## config.mk

```make
export PLATFORM = sky130hd
export DESIGN_NAME = keypad_scanner
export DESIGN_NICKNAME = d
export VERILOG_FILES = /design/src/rtl/keypad_scanner.sv
export SDC_FILE = /design/constraint.sdc
export NUM_CORES = 1
export LEC_CHECK = 0
export ABC_AREA = 1
export BUFFER_PORTS_ARGS = -buffer_cell sky130_fd_sc_hd__buf_2
export CAP_MARGIN = 5
export CORE_MARGIN = 2
export CORE_UTILIZATION = 50
export DETAILED_ROUTE_END_ITERATION = 8
export MAX_ROUTING_LAYER = met4
export PLACE_DENSITY = 0.68
export REMOVE_ABC_BUFFERS = 1
export SETUP_SLACK_MARGIN = 0.02
export SLEW_MARGIN = 10
export SYNTH_ARGS = -nofsm -noshare
export SYNTH_HDL_FRONTEND = slang
export SYNTH_SLANG_ARGS = --single-unit
```

## constraint.sdc

```tcl
create_clock -name clk -period 8.8 [get_ports clk]
set_input_delay 0.44 -clock clk [delete_from_list [all_inputs] [get_ports clk]]
set_output_delay 0.44 -clock clk [all_outputs]
set_load 0.1 [all_outputs]
```

## src/rtl/keypad_scanner.sv

```systemverilog
`default_nettype none
// ============================================================================
// Module   : keypad_scanner
// Purpose  : 4x4 keypad matrix reader with row scan and frame-level debounce.
// Revision : 1.0  initial release
// ============================================================================
module keypad_scanner #(
    parameter int SCAN_DIV = 250000,
    parameter int DEBOUNCE = 3
) (
    input  logic       clk,
    input  logic       rst,
    input  logic [3:0] keypadCol,
    output logic [3:0] keypadRow,
    output logic [3:0] key_code,
    output logic       key_valid,
    output logic       key_held,
    output logic [3:0] pattern_idx,
    output logic       draw
);

    localparam int DIV_W = $clog2(SCAN_DIV);
    localparam int CNT_W = $clog2(DEBOUNCE + 1);
    localparam logic [DIV_W-1:0] DIV_LAST = DIV_W'(SCAN_DIV - 1);
    localparam logic [CNT_W:0]   DEB_TGT  = (CNT_W + 1)'(DEBOUNCE);

    typedef enum logic [1:0] {
        S_IDLE         = 2'd0,
        S_PRESS_WAIT   = 2'd1,
        S_HELD         = 2'd2,
        S_RELEASE_WAIT = 2'd3
    } state_t;

    logic [DIV_W-1:0] r_div;
    logic [1:0]       r_row;
    logic [3:0]       r_col_s1, r_col_s2;
    logic [1:0]       r_hits;
    logic [3:0]       r_first;
    state_t           r_state, w_state_nxt;
    logic [3:0]       r_cand, w_cand_nxt;
    logic [CNT_W-1:0] r_cnt, w_cnt_nxt;

    logic             w_tick, w_eval;
    logic [2:0]       w_row_cnt, w_sum;
    logic [1:0]       w_row_col, w_sat;
    logic [3:0]       w_first;
    logic             w_empty, w_single;
    logic [CNT_W:0]   w_cnt_inc;
    logic             w_accept, w_release;

    assign w_tick = (r_div == DIV_LAST);
    assign w_eval = w_tick && (r_row == 2'd3);

    always_ff @(posedge clk or negedge rst) begin
        if (!rst) begin
            r_div     <= '0;
            r_row     <= 2'd0;
            keypadRow <= 4'b1110;
            r_col_s1  <= 4'hF;
            r_col_s2  <= 4'hF;
        end else begin
            r_div    <= w_tick ? '0 : r_div + 1'b1;
            r_col_s1 <= keypadCol;
            r_col_s2 <= r_col_s1;
            if (w_tick) begin
                r_row     <= r_row + 2'd1;
                keypadRow <= {keypadRow[2:0], keypadRow[3]};
            end
        end
    end

    // Lowest-numbered low column wins as the candidate code for this row.
    always_comb begin
        w_row_cnt = 3'd0;
        w_row_col = 2'd0;
        for (int c = 3; c >= 0; c--) begin
            if (!r_col_s2[c]) begin
                w_row_cnt = w_row_cnt + 3'd1;
                w_row_col = 2'(c);
            end
        end
    end

    assign w_sum    = {1'b0, r_hits} + w_row_cnt;
    assign w_sat    = (w_sum >= 3'd2) ? 2'd2 : w_sum[1:0];
    assign w_first  = (r_hits == 2'd0) ? {r_row, w_row_col} : r_first;
    assign w_empty  = (w_sat == 2'd0);
    assign w_single = (w_sat == 2'd1);

    always_ff @(posedge clk or negedge rst) begin
        if (!rst) begin
            r_hits  <= 2'd0;
            r_first <= 4'd0;
        end else if (w_tick) begin
            if (r_row == 2'd3) begin
                r_hits  <= 2'd0;
                r_first <= 4'd0;
            end else begin
                r_hits  <= w_sat;
                r_first <= w_first;
            end
        end
    end

    assign w_cnt_inc = {1'b0, r_cnt} + 1'b1;

    always_comb begin
        w_state_nxt = r_state;
        w_cand_nxt  = r_cand;
        w_cnt_nxt   = r_cnt;
        w_accept    = 1'b0;
        w_release   = 1'b0;
        if (w_eval) begin
            case (r_state)
                S_IDLE: begin
                    if (w_single) begin
                        w_cand_nxt = w_first;
                        w_cnt_nxt  = CNT_W'(1);
                        if (DEBOUNCE == 1) begin
                            w_accept    = 1'b1;
                            w_state_nxt = S_HELD;
                        end else begin
                            w_state_nxt = S_PRESS_WAIT;
                        end
                    end
                end
                S_PRESS_WAIT: begin
                    if (w_single && (w_first == r_cand)) begin
                        if (w_cnt_inc >= DEB_TGT) begin
                            w_accept    = 1'b1;
                            w_state_nxt = S_HELD;
                        end else begin
                            w_cnt_nxt = w_cnt_inc[CNT_W-1:0];
                        end
                    end else if (w_single) begin
                        w_cand_nxt = w_first;
                        w_cnt_nxt  = CNT_W'(1);
                    end else begin
                        w_cnt_nxt   = '0;
                        w_state_nxt = S_IDLE;
                    end
                end
                S_HELD: begin
                    if (w_empty) begin
                        if (DEBOUNCE == 1) begin
                            w_release   = 1'b1;
                            w_cnt_nxt   = '0;
                            w_state_nxt = S_IDLE;
                        end else begin
                            w_cnt_nxt   = CNT_W'(1);
                            w_state_nxt = S_RELEASE_WAIT;
                        end
                    end
                end
                S_RELEASE_WAIT: begin
                    if (!w_empty) begin
                        w_state_nxt = S_HELD;
                    end else if (w_cnt_inc >= DEB_TGT) begin
                        w_release   = 1'b1;
                        w_cnt_nxt   = '0;
                        w_state_nxt = S_IDLE;
                    end else begin
                        w_cnt_nxt = w_cnt_inc[CNT_W-1:0];
                    end
                end
                default: w_state_nxt = S_IDLE;
            endcase
        end
    end

    // Accepted code is always this frame's single hit, so w_first is used directly.
    always_ff @(posedge clk or negedge rst) begin
        if (!rst) begin
            r_state     <= S_IDLE;
            r_cand      <= 4'd0;
            r_cnt       <= '0;
            key_code    <= 4'd0;
            key_valid   <= 1'b0;
            key_held    <= 1'b0;
            pattern_idx <= 4'd0;
            draw        <= 1'b0;
        end else begin
            r_state   <= w_state_nxt;
            r_cand    <= w_cand_nxt;
            r_cnt     <= w_cnt_nxt;
            key_valid <= w_accept;
            draw      <= w_accept && (w_first == 4'd15);
            if (w_accept) begin
                key_code <= w_first;
                key_held <= 1'b1;
                if (w_first <= 4'd9) begin
                    pattern_idx <= w_first;
                end
            end else if (w_release) begin
                key_held <= 1'b0;
            end
        end
    end

endmodule
`default_nettype wire

```

### Yosys cells after proc, flatten, opt, wreduce, memory -nomap -nowiden

Index checks and enable logic that the tools add are counted.

| storage, ports and cells | value |
|---|---|
| register bits after elaboration | 57 |
| bits of input ports | 6 |
| output and inout port bits | 15 |
| logic and storage cells | 93 |

| operators by class | value |
|---|---|
| $add $sub $neg | 7 |
| $lt $le $gt $ge | 3 |
| equality and inequality tests | 16 |
| multiplexer cells | 40 |
| reductions and logical operators | 12 |

Operators with widths:

| kind | count |
|---|---|
| 2-bit two-way mux | 18 |
| 18-bit by 1-bit adder with 18-bit output, second input constant | 1 |
| 18-bit equality test, second input constant | 1 |
| 18-bit two-way mux | 1 |
| 4-bit two-way mux | 4 |
| 2-bit case mux with 4 select lines | 2 |
| 3-bit inequality test, second input constant | 4 |
| 1-bit two-way mux | 11 |
| 3-bit by 1-bit adder with 3-bit output, second input constant | 3 |
| 3-bit two-way mux | 3 |
| 2-bit inequality test, second input constant | 4 |
| 4-bit case mux with 2 select lines | 1 |
| 2-bit equality test, second input constant | 3 |
| 3-bit by 2-bit >= comparator with 1-bit output, second input constant | 2 |
| 2-bit zero test | 3 |
| 6-bit AND reduction | 1 |
| 5-bit AND reduction | 1 |
| 2-bit by 1-bit equality test with 1-bit output, second input constant | 2 |
| 4-bit equality test | 1 |
| 4-bit equality test, second input constant | 1 |
| 4-bit less-or-equal comparator, second input constant | 1 |
| 2-bit nonzero test | 2 |
| 2-bit by 1-bit adder with 3-bit output, second input constant | 1 |
| 2-bit by 3-bit adder with 3-bit output | 1 |
| 4 further kinds | 6 |

### Logic depth before layout (Yosys ltp)

| depth | value |
|---|---|
| depth in word-level cells | 16 |
| mapped depth | 21 |
| depth with buffers taken out | 21 |

### Least setup slack after synthesis

Ideal clock, no wire load.

| timing | value |
|---|---|
| path kind | register to register |
| from | reg r_col_s2[2] |
| to | reg key_code[3] |
| setup time | 0.116 ns |
| data arrival time | 2.837 ns |
| data required time | 8.684 ns |
| slack | 5.847 ns |
| cell stages (with the launch flop) | 19 |
| buffers on the path | 1 |
| clock period less this slack | 2.953 ns |
| cell sequence | dfstp_2 inv_1 ha_1 xnor2_1 ha_1 nand2_1 nand2_1 fa_1 inv_1 nand3_1 nand2_1 nand2_1 nand2_2 nand3_4 nor2_2 nand4_2 buf_6 o21ai_2 inv_1 |

| on the way | value |
|---|---|
| word-level cells in the longest chain between the ends | 13 |
| elaborated cells between the ends (all ways) | 18 |
| those cells by class | add/sub: 3; order compare: 1; eq/ne: 2; mux: 11; reduce/logical: 1 |

Ends and longest elaborated chain:

| what | RTL line | text |
|---|---|---|
| start: declaration | 36 | `logic [3:0] r_col_s1, r_col_s2;` |
| start signal: assignment | 64 | `r_col_s2 <= r_col_s1;` |
| 3-bit two-way mux | 77 | `if (!r_col_s2[c]) begin` |
| 3-bit by 1-bit adder with 3-bit output | 78 | `w_row_cnt = w_row_cnt + 3'd1;` |
| 3-bit two-way mux | 77 |  |
| 3-bit by 1-bit adder with 3-bit output | 78 |  |
| 3-bit two-way mux | 77 |  |
| 2-bit by 3-bit adder with 3-bit output | 84 | `assign w_sum = {1'b0, r_hits} + w_row_cnt;` |
| 3-bit by 2-bit >= comparator with 1-bit output | 85 | `assign w_sat = (w_sum >= 3'd2) ? 2'd2 : w_sum[1:0];` |
| 2-bit two-way mux | 85 |  |
| 2-bit by 1-bit equality test with 1-bit output | 88 | `assign w_single = (w_sat == 2'd1);` |
| 1-bit logical AND * | 128 | `if (w_single && (w_first == r_cand)) begin` |
| 1-bit two-way mux * | 128 |  |
| 1-bit two-way mux * | 114 | `case (r_state)` |
| 1-bit two-way mux * | 113 | `if (w_eval) begin` |
| end signal: assignment | 189 | `key_code <= w_first;` |
| end: declaration | 15 | `output logic [3:0] key_code,` |

Every way passes the cells marked *; elsewhere a longest branch is shown, timed or not.
A chain may end at the register's enable or synchronous reset.

### Final worst setup path

Same ends and word-level chain as after synthesis.

==> out/metrics.cfg <==
[setup_path]
arrival_ns = 3.51
reg2reg_slack_ns = 5.52
worstReg2RegEnd = key_code[3]
worst_ep_required_time_ns = 9.03
rr_startpoint = r_col_s2[2]
cp-end-kind = flip-flop
crit_path_end = key_code[3]
crit_fanout = 12
path_class = reg2reg
cp-startpoint = r_col_s2[2]
cp-start-kind = flip-flop
r2r_cells = 17

[final_layout]
antenna_cells = 0
postLayoutCoreUtil_pct = 58.9
drive_gt1_share_pct = 17.4
final_nets = 434
num-fill-cells = 568
final_cell_mix = nand2_1 (104), inv_1 (63), dfrtp_1 (46)
area_growth_pct = 13.3
mostFrequentLayoutCell = nand2_1

[floorplanning]
coreArea_um2 = 5960
dieArea_um2 = 6840
row_count = 28
die_h_um = 82.7
io-pin-count = 21
die_x_um = 82.7
initial_core_util_pct = 52.0

[placed_design]
gp_congestion = 0.979
dp_hpwl_um = 4410
port_buffers = 20

[clock_network]
clk_latency_ns = 0.34
cts_buffer_depth = 2
hold_buffers = 0
clk_pin_slew_ns = 0.07
cts_tree = built
h-tree-depth = 3
post_cts_buffers = 0
numClockSinks = 57
cts_root_buffer = clkbuf_8
cts_resized = 0
numCtsBuffers = 9

[worst_hold_path]
holdPathStages = 1
hold_class = in2reg

[detailed_routing]
wl_per_cell_um = 12.2
vias = 2488
totalWireLength_um = 6060
first_pass_iters = 5
drtIter0Drc = 133
postRouteAntennaNets = 0
detail_route.vias_per_cell = 5.03
drc = 0

[power_and_ir_drop]
peakVddDrop_mv = 0.145
p_total_uw = 578
p_per_area_nw_per_um2 = 165
leakage_uw = 0.00185

[logic_synthesis]
yosysTopAreaCell = dfrtp_1
synth_mux_area_share_pct = 0
synthTopCellsByArea = dfrtp_1 (37%), nand2_1 (13%), dfstp_2 (9.3%)
avgSynthCellArea_um2 = 8.02
ys_types = 30
synthSimpleGateAreaFrac_pct = 31.0
synth_xor_area_share_pct = 3.11
yosysWarningCount = 0
synth_compound_area_share_pct = 4.85
synth_area_um2 = 3100
synth_top_family_by_area = simple AND/OR/NAND/NOR gates
ys_ff_latch = 57
synthAdderAreaFrac_pct = 5.49
syn_inst = 386
yosysSeqAreaShare_pct = 46.5
synth_top_area_share_pct = 37.2

[sta]
period_share_pct = 37.2
maxSlewHeadroom_pct = 47.1
drv_slew = 0
finalHoldViolations = 0
fmax_ghz = 0.305
setup_violations = 0
grt_setup_unrepaired = false
skew_ns = 0.00905
fin_setup_tns_ns = 0
fin_crit_ns = 3.28
tightest_slew_ns = 0.791

[global_routing]
grt_pass1_wl_um = 10700
grt_max_degree = 58
track_usage_pct = 21.4
overflow = 0
grt_pass1_vias = 2350
grt_antenna_before_repair = 0

[run_status]
outcome = completed

[job]
cap_violations = 0

==> cell families (layout without fill, tap and decap cells) <==
logic type      Yosys count  after routing
simple gates            205            205
buf+inv                  72            106
flops                    57             57
compound gates           28             28
fa+ha+maj                13             13
xor+xnor                 11             11
==> worst max-delay path: stages, from the launching register on <==
cell and delay, ns:
dfstp_2 0.56, inv_1 0.05, ha_1 0.32, xnor2_1 0.24, xor2_1 0.18, inv_1 0.06
ha_1 0.19, fa_1 0.38, inv_1 0.06, nand3_1 0.08, nand2_1 0.08, nand2_1 0.05
nand2_2 0.11, nand3_4 0.11, nor2_2 0.14, nand4_2 0.31, o21ai_2 0.21, inv_1 0.05
==> area by class of cell <==
| cell class | count | area [um2] | area share (%) |
|---|---|---|---|
| clock buffers | 12 | 155 | 4.42 |
| clock inverters | 4 | 76.3 | 2.18 |
| inverters | 69 | 259 | 7.38 |
| multi-input cells | 257 | 1380 | 39.2 |
| flip-flops and latches | 57 | 1440 | 41.0 |
| well taps | 75 | 93.8 | 2.67 |
| repair buffers | 21 | 108 | 3.07 |
==> per-layer routing <==
metal / vias up / global-route usage [%] / routed length, um
met5: - / - / 0
met4: 0 / 5.41 / 72
met3: 10 / 6.30 / 326
met2: 53 / 32.8 / 2700
met1: 1152 / 27.9 / 2960
li1: 1273 / - / -
==> state kept, by name, summed over array words and instances, names as in the netlist, 2 cells and up <==
register / count
key_code: 4
keypadRow: 4
pattern_idx: 4
r_cand: 4
r_cnt: 2
r_col_s1: 4
r_col_s2: 4
r_div: 18
r_first: 4
r_hits: 2
r_row: 2
r_state: 2
==> synth_stat cells (all sizes together) <==
cell type / count
ha: 12
xnor2: 1
xor2: 10
nand3: 34
dfrtp: 46
nand4: 14
o21ai: 15
nor2: 38
nor3: 9
a21oi: 9
fa: 1
o22ai: 3
nor4: 1
o21a: 1
inv: 69
nand2: 109
dfstp: 11
buf: 3
==> per-stage QoR <==
stage | setup WS (ns) | hold WS, ns | instances | cell area (um2)
after floorplan | 5.80 | 0.144 | 383 | 3080
after CTS | 5.52 | 0.181 | 495 | 3510
after global placement | 5.64 | 0.347 | 479 | 3280
after detailed placement | 5.52 | 0.348 | 479 | 3280
after global routing | 5.22 | 0.183 | 495 | 3510
final | 5.52 | 0.204 | 495 | 3510
==> where the power goes <==
| part | switching [uW] | internal, uW | total (uW) |
|---|---|---|---|
| Clock | 106 | 175 | 281 |
| Combinational | 21.0 | 8.87 | 29.9 |
| Sequential | 1.52 | 265 | 267 |
| Total | 128 | 450 | 578 |
==> worst min-delay path by stage <==
stage,start,end,slack [ns]
3_5_place_dp,r_col_s1[2],r_col_s2[2],0.35
3_3_place_gp,r_col_s1[0],r_col_s2[0],0.35
5_1_grt,keypadCol[0],r_col_s1[0],0.18
4_1_cts,keypadCol[0],r_col_s1[0],0.18
6_report,keypadCol[0],r_col_s1[0],0.20
2_1_floorplan,rst,draw,0.14
Note: power is estimated with default switching activity, not from simulation.
